===== config.mk =====
export PLATFORM = sky130hd
export DESIGN_NAME = uart_rx_param
export DESIGN_NICKNAME = d
export VERILOG_FILES = /design/src/rtl/uart_rx_param.sv
export SDC_FILE = /design/constraint.sdc
export NUM_CORES = 1
export LEC_CHECK = 0
export ABC_AREA = 1
export CORE_MARGIN = 1
export CORE_UTILIZATION = 45
export CTS_CLUSTER_SIZE = 10
export DETAILED_ROUTE_END_ITERATION = 10
export SKIP_CTS_REPAIR_TIMING = 1
export SYNTH_ARGS = -nofsm -noshare
export SYNTH_HDL_FRONTEND = slang
export SYNTH_SLANG_ARGS = --single-unit

===== constraint.sdc =====
create_clock -name clk -period 2 [get_ports clk]
set_input_delay 0.4 -clock clk [delete_from_list [all_inputs] [get_ports clk]]
set_output_delay 0.4 -clock clk [all_outputs]
set_load 0.02 [all_outputs]

===== src/rtl/uart_rx_param.sv =====
// uart_rx_param: parametrised oversampling UART receiver with majority-vote sampling and error flags
// Ports: clk/reset (async, active-low) | rxd serial line (idles high) | rx_done one-clk frame strobe |
//        data_out last data (LSB first on line) | parity_err, frame_err held until next rx_done |
//        busy from start detection to rx_done/abort | tick one-clk oversample strobe
module uart_rx_param #(
    parameter int CLK_FREQ   = 50000000,
    parameter int BAUD       = 115200,
    parameter int OVERSAMPLE = 16,
    parameter int DATA_BITS  = 8,
    parameter int PARITY     = 0,
    parameter int STOP_BITS  = 1
) (
    input  logic                 clk,
    input  logic                 reset,
    input  logic                 rxd,
    output logic                 rx_done,
    output logic [DATA_BITS-1:0] data_out,
    output logic                 parity_err,
    output logic                 frame_err,
    output logic                 busy,
    output logic                 tick
);
    localparam int DIV = CLK_FREQ / (BAUD * OVERSAMPLE);
    localparam int DW  = DIV > 1 ? $clog2(DIV) : 1;
    localparam int SW  = $clog2(OVERSAMPLE);
    localparam int BW  = $clog2(DATA_BITS + 1);
    localparam int M   = OVERSAMPLE / 2;

    localparam logic [2:0] IDLE    = 3'd0;
    localparam logic [2:0] START   = 3'd1;
    localparam logic [2:0] DATA    = 3'd2;
    localparam logic [2:0] PAR     = 3'd3;
    localparam logic [2:0] STOP    = 3'd4;
    localparam logic [2:0] BRKWAIT = 3'd5;

    logic [2:0]           state;
    logic [DW-1:0]        div_cnt;
    logic [SW-1:0]        sc;
    logic [BW-1:0]        bc;
    logic                 sb;
    logic                 s1, s2;
    logic [1:0]           v;
    logic [DATA_BITS-1:0] sh;
    logic                 perr, ferr;
    logic                 maj, mid, last;

    assign tick = div_cnt == DW'(DIV - 1);
    // votes taken at M-1 and M are held in v; the third is the live sample at M+1
    assign maj  = (v[1] & v[0]) | (v[1] & s2) | (v[0] & s2);
    assign mid  = tick && sc == SW'(M + 1);
    assign last = tick && sc == SW'(OVERSAMPLE - 1);

    always_ff @(posedge clk or negedge reset) begin
        if (!reset) begin
            div_cnt <= '0;
            {s2, s1} <= 2'b11;
        end else begin
            div_cnt <= tick ? '0 : div_cnt + 1'b1;
            {s2, s1} <= {s1, rxd};
        end
    end

    always_ff @(posedge clk or negedge reset) begin
        if (!reset) begin
            state      <= IDLE;
            sc         <= '0;
            bc         <= '0;
            sb         <= 1'b0;
            v          <= 2'b11;
            sh         <= '0;
            perr       <= 1'b0;
            ferr       <= 1'b0;
            rx_done    <= 1'b0;
            data_out   <= '0;
            parity_err <= 1'b0;
            frame_err  <= 1'b0;
            busy       <= 1'b0;
        end else begin
            rx_done <= 1'b0;
            if (tick)
                sc <= last ? '0 : sc + 1'b1;
            if (tick && (sc == SW'(M - 1) || sc == SW'(M)))
                v <= {v[0], s2};
            case (state)
                IDLE: if (tick && !s2) begin
                    state <= START;
                    sc    <= '0;
                    busy  <= 1'b1;
                    bc    <= '0;
                    sb    <= 1'b0;
                    perr  <= 1'b0;
                    ferr  <= 1'b0;
                end
                START: if (mid && maj) begin
                    state <= IDLE;
                    sc    <= '0;
                    busy  <= 1'b0;
                end else if (last) begin
                    state <= DATA;
                    sc    <= '0;
                end
                DATA: begin
                    if (mid) begin
                        sh <= {maj, sh[DATA_BITS-1:1]};
                        bc <= bc + 1'b1;
                    end
                    if (last) begin
                        sc <= '0;
                        if (bc == BW'(DATA_BITS))
                            state <= PARITY != 0 ? PAR : STOP;
                    end
                end
                PAR: begin
                    // odd mode expects odd total ones, so a clean frame xors to 1
                    if (mid)
                        perr <= maj ^ (^sh) ^ (PARITY == 1);
                    if (last) begin
                        state <= STOP;
                        sc    <= '0;
                    end
                end
                STOP: if (mid) begin
                    if (sb == 1'(STOP_BITS - 1)) begin
                        data_out   <= sh;
                        parity_err <= perr;
                        frame_err  <= ferr | ~maj;
                        rx_done    <= 1'b1;
                        busy       <= 1'b0;
                        state      <= maj ? IDLE : BRKWAIT;
                        sc         <= '0;
                    end else
                        ferr <= ~maj;
                end else if (last) begin
                    sb <= 1'b1;
                    sc <= '0;
                end
                BRKWAIT: if (tick && s2) begin
                    state <= IDLE;
                    sc    <= '0;
                end
                default: state <= IDLE;
            endcase
        end
    end
endmodule


# Word level (Yosys, flattened, before mapping)
# Cells that the tools add are included.
# op_classes
addsub	3
n_bitwise	9
magnitude_cmp	0
eq_ne	25
div	0
n_mux	41
n_mul	0
reduce_logical	23
shifts	0
# op_table
cell	count
4-bit two-way mux	10
3-bit two-way mux	10
2-bit != test, second input constant	13
4-bit one-hot mux with 5 select lines	1
3-bit one-hot mux with 6 select lines	1
4-bit equality test, second input constant	4
1-bit two-way mux	13
3-bit AND reduction	3
4-bit by 1-bit adder with 4-bit output, second input constant	2
4-bit one-hot mux with 2 select lines	1
4-bit AND reduction	2
8-bit AND reduction	1
8-bit parity	1
3-bit by 2-bit equality test with 1-bit output, second input constant	2
3-bit equality test, second input constant	2
1-bit logical AND	6
1-bit one-hot mux with 2 select lines	3
2-bit nonzero test	3
5-bit by 1-bit adder with 5-bit output, second input constant	1
5-bit equality test, second input constant	1
5-bit two-way mux	1
5-bit AND reduction	1
4-bit by 3-bit equality test with 1-bit output, second input constant	1
1-bit bitwise AND	3
other kinds (12)	15
# totals
in_bits	3
ram_bits	0
romBits	0
out_inout_bits	13
elab_cells	117
latchBits	0
n_memories	0
reg_bits	43

# Logic depth before layout (Yosys ltp)
# depth
depth_word	7
mapped_depth	11
mapped_depth_nobuf	11

# Worst setup path after synthesis
# No wires, ideal clock.
# synth_timing
path_type	reg2reg
startpoint	register div_cnt[0]
endpoint	register bc[0]
path_buffers	1
required_time_ns	1.879
arrival_time_ns	1.408
setup_slack_ns	0.470
period_less_slack_ns	1.530
setup_ns	0.121
path_stages_with_launch	11
path_cell_list	dfrtp_1 inv_1 ha_1 nand2_2 nor2_8 buf_6 nand3_2 nand2_2 inv_2 nor2_1 a21oi_2
# synth_between
elab_chain_cells	4
elab_cells_between_ends	6
classes_between	3 x eq/ne; 3 x reduce/logical
# synth_rtl
item	line_no	rtl
from (decl)	37	logic [DW-1:0] div_cnt;
from (signal assigned)	58	div_cnt <= tick ? '0 : div_cnt + 1'b1;
5-bit equality test (*)	47	assign tick = div_cnt == DW'(DIV - 1);
named net tick	21	output logic tick
1-bit logical AND, on equally long branches	50, 85	
2-bit != test (no line)	-	
3-bit AND reduction (no line) (*)	-	
to (signal assigned)	105	bc <= bc + 1'b1;
to (decl)	39	logic [BW-1:0] bc;
# The timed path passes the listed nets; every way through them passes the cells marked *.
# A chain may end at the register's enable or synchronous reset.

# Worst setup path in the final report
# layout_timing
startpoint	register div_cnt[0]
endpoint	register state[1]
# layout_between
elab_chain_cells	5
elab_cells_between_ends	15
classes_between	7 x eq/ne; 2 x mux; 6 x reduce/logical
# layout_rtl
item	line_no	rtl
5-bit equality test (*)	47	
1-bit logical AND	50	assign mid = tick && sc == SW'(M + 1);
1-bit logical AND	94	START: if (mid && maj) begin
3-bit != test (no line) / 3-bit two-way mux (equally long branches)	-	
8-bit AND reduction (no line) / 3-bit one-hot mux with 6 select lines (equally long branches)	-	
to (signal assigned)	110	state <= PARITY != 0 ? PAR : STOP;
to (signal assigned)	129	state <= maj ? IDLE : BRKWAIT;
to (decl)	36	logic [2:0] state;
# Every way passes the cells marked *; elsewhere a longest branch is shown, timed or not.

==> qor.yml <==
status: "finished, final reports clean"
slew_viol_final: 0
switching_share_pct: 32.14
avgSynthCellArea_um2: 8.117
intPower_mw: 1.419
max-cap-violations: 0
endpoint_kind: "flop"
die_x_um: 73.20
portBuffers: 15
rsz0062_at_grt: "no"
pre_cts_slack_ps: 192.7
synth_most_common_cell: "nand2_1"
ir_drop_uv: 558.6
regToRegSetupSlack_ps: 240
synth_common_cells: "95 x nand2_1, 39 x dfrtp_1, 23 x inv_1"
p_per_area_mw_per_mm2: 795.6
switchingPower_mw: 0.6719
dr.pass1.iters: 4
core-area_mm2: 0.004786
setup.worst_path.end: "state[1]"
globalRouteOverflowTotal: 0
slew_headroom_pct: 74.88
synthDominantCellAreaShare_pct: 42.79
syn_area_mm2: 0.002281
p_leak_nw: 1.265
drt_wl_total_um: 4140
hold_path_class: "in2async"
finalCritPeriodShare_pct: 87.90
initial_core_util_pct: 47.66
clock_latency_ps: 300
multi_input_area_mm2: 0.001037
antenna_cells: 0
min_period_ps: 1758
fmax_ghz: 0.5688
cts_tree: "yes"
drc: 0
ios: 16
ys_async_sr_fraction_pct: 100.0
grt_pass1_vias: 1669
grt_max_degree: 18
synth_edf_count: 0
nets: 314
cp.required_ps: 2190
synth.area.top_cells: "dfrtp_1 43%, nand2_1 16%, dfstp_2 4.6%, nand3_1 3.9%, ha_1 3.8%"
tightest_slew_ps: 374.8
syn_to_final_growth_pct: 15.19
globalRouteTotalUtil_pct: 18.69
vias_per_cell: 4.815
cts_buffers: 5
synth_ff_type: "dfrtp_1"
clkPwrFrac_pct: 32.0
cts.sinks: 43
seqPwrFrac_pct: 45.7
r2r_end: "state[1]"
critPathLaunch: "div_cnt[0]"
dieHeight_um: 73.20
layout-drive-gt1-share_pct: 17.70
criticalPathCategory: "reg2reg"
htreeDepth: 2
yosysSeqAreaShare_pct: 47.39
r2r_cells: 12
synth_top_cell_by_area: "dfrtp_1"
wl_per_cell_um: 11.13
ys_types: 30
cts.clk_slew.worst_paths_ps: 80
final.setup_skew_ps: 6.362
drtAntennaViolNets: 0
vias: 1791
finalPower_mw: 2.091
synth-seq-cells: 43
design.die.area_mm2: 0.005358
syn_inst: 281
finalHoldViolations: 0
rr_startpoint: "div_cnt[0]"
combPwrFrac_pct: 22.2
cp.arrival_ps: 1950
hpwlAfterDp_um: 3137
synth_warnings: 0
setup_violations: 0
syn-num-nets: 291
cp-start-kind: "flop"
fill_cells: 466
clockBufferDepth: 2
fp-row-count: 25
drt_iter0_drc: 114
antenna_found_initial: 0
regArea_mm2: 0.001081
path_max_fanout: 9
root_buffer: "clkbuf_8"
place.gp.congestion: 0.8597
grt_pass1_wl_um: 7617
setup_ws_ps: 242.0
[state kept, by name (all words and copies together) (netlist names)]
signal / count
bc: 4
busy: 1
data_out: 8
div_cnt: 5
ferr: 1
frame_err: 1
parity_err: 1
perr: 1
rx_done: 1
s1: 1
s2: 1
sb: 1
sc: 4
sh: 8
state: 3
v: 2
[metal layers]
layer  vias up  track usage (%)  wire [µm]  share of wire, %
li1        931                -          -                 -
met1       823            26.33       2113                51
met2        31            28.29       1795                43
met3         6            4.144        164               4.0
met4         0            6.536         68               1.6
met5         -                0          0                 0
[kinds of logic (layout without fill, tap and decap cells)]
group | after synthesis | after routing | share of synthesized area, %
AND/OR/NAND/NOR | 156 | 156 | 31.21
flip-flops | 43 | 43 | 47.39
buffers and inverters | 38 | 62 | 7.131
AO/OA/AOI/OAI | 33 | 33 | 8.887
adder cells (fa/ha/maj) | 7 | 7 | 3.840
XOR/XNOR | 4 | 4 | 1.536
[power by group through the flow]
stage	registers (mW)	logic, mW	clock network [mW]
2_1_floorplan	0.949	0.382	0
4_1_cts	0.955	0.464	0.701
6_report	0.956	0.465	0.670
3_3_place_gp	0.973	0.461	0
5_1_grt	0.963	0.530	0.732
3_5_place_dp	0.972	0.462	0
[worst min path at each step]
stage / startpoint / to / slack (ps) / cells after the start
final: reset / parity_err / 5 / 1
after global routing: reset / parity_err / 30 / 1
after CTS: reset / parity_err / 8 / 1
after detailed placement: reset / data_out[0] / 340 / 1
after global placement: reset / sc[3] / 340 / 1
after floorplan: reset / bc[0] / 100 / 0
[worst max-delay path: stages, from the launching register on]
cell      delay (ps)
dfrtp_1          410
inv_1             70
ha_1             150
nand2_2           90
nor2_8           110
buf_4            170
nand3b_1          90
nand2_1           90
nand2_1          110
nor2_2           160
nand2_1           90
nand2_1           70
nand2_1           50
[cells in the final DEF (no fill, tap or decap), drive strengths merged, types with 5 or more instances in the layout]
cell,Yosys,routed
nand2,102,102
clkdlybuf4s50,0,13
nand3,20,20
a21oi,5,5
inv,34,34
o21ai,25,25
dfrtp,39,39
clkbuf,0,5
nor2,24,24
buf,4,6
ha,7,7
[final cells by class]
| type | instances | area share, % |
|---|---|---|
| Sequential cell | 43 | 41.14 |
| Clock inverter | 3 | 1.667 |
| Clock buffer | 5 | 2.619 |
| Timing Repair Buffer | 20 | 7.048 |
| Multi-Input combinational cell | 200 | 39.48 |
| Inverter | 34 | 4.857 |
| Tap cell | 67 | 3.190 |
[per-stage QoR]
stage / hold WS [ps] / area [µm²] / utilization (%) / cells / setup TNS [ps]
2_1_floorplan: 104.4 / 2281 / - / 281 / 0
3_3_place_gp: 335.1 / 2512 / 52.50 / 364 / 0
3_5_place_dp: 338.6 / 2512 / 52.50 / 364 / 0
4_1_cts: 8.114 / 2625 / 54.85 / 372 / -145.2
5_1_grt: 28.13 / 2628 / 54.90 / 372 / 0
6_report: 4.836 / 2628 / 54.90 / 372 / 0
(Power assumes the default switching activity.)
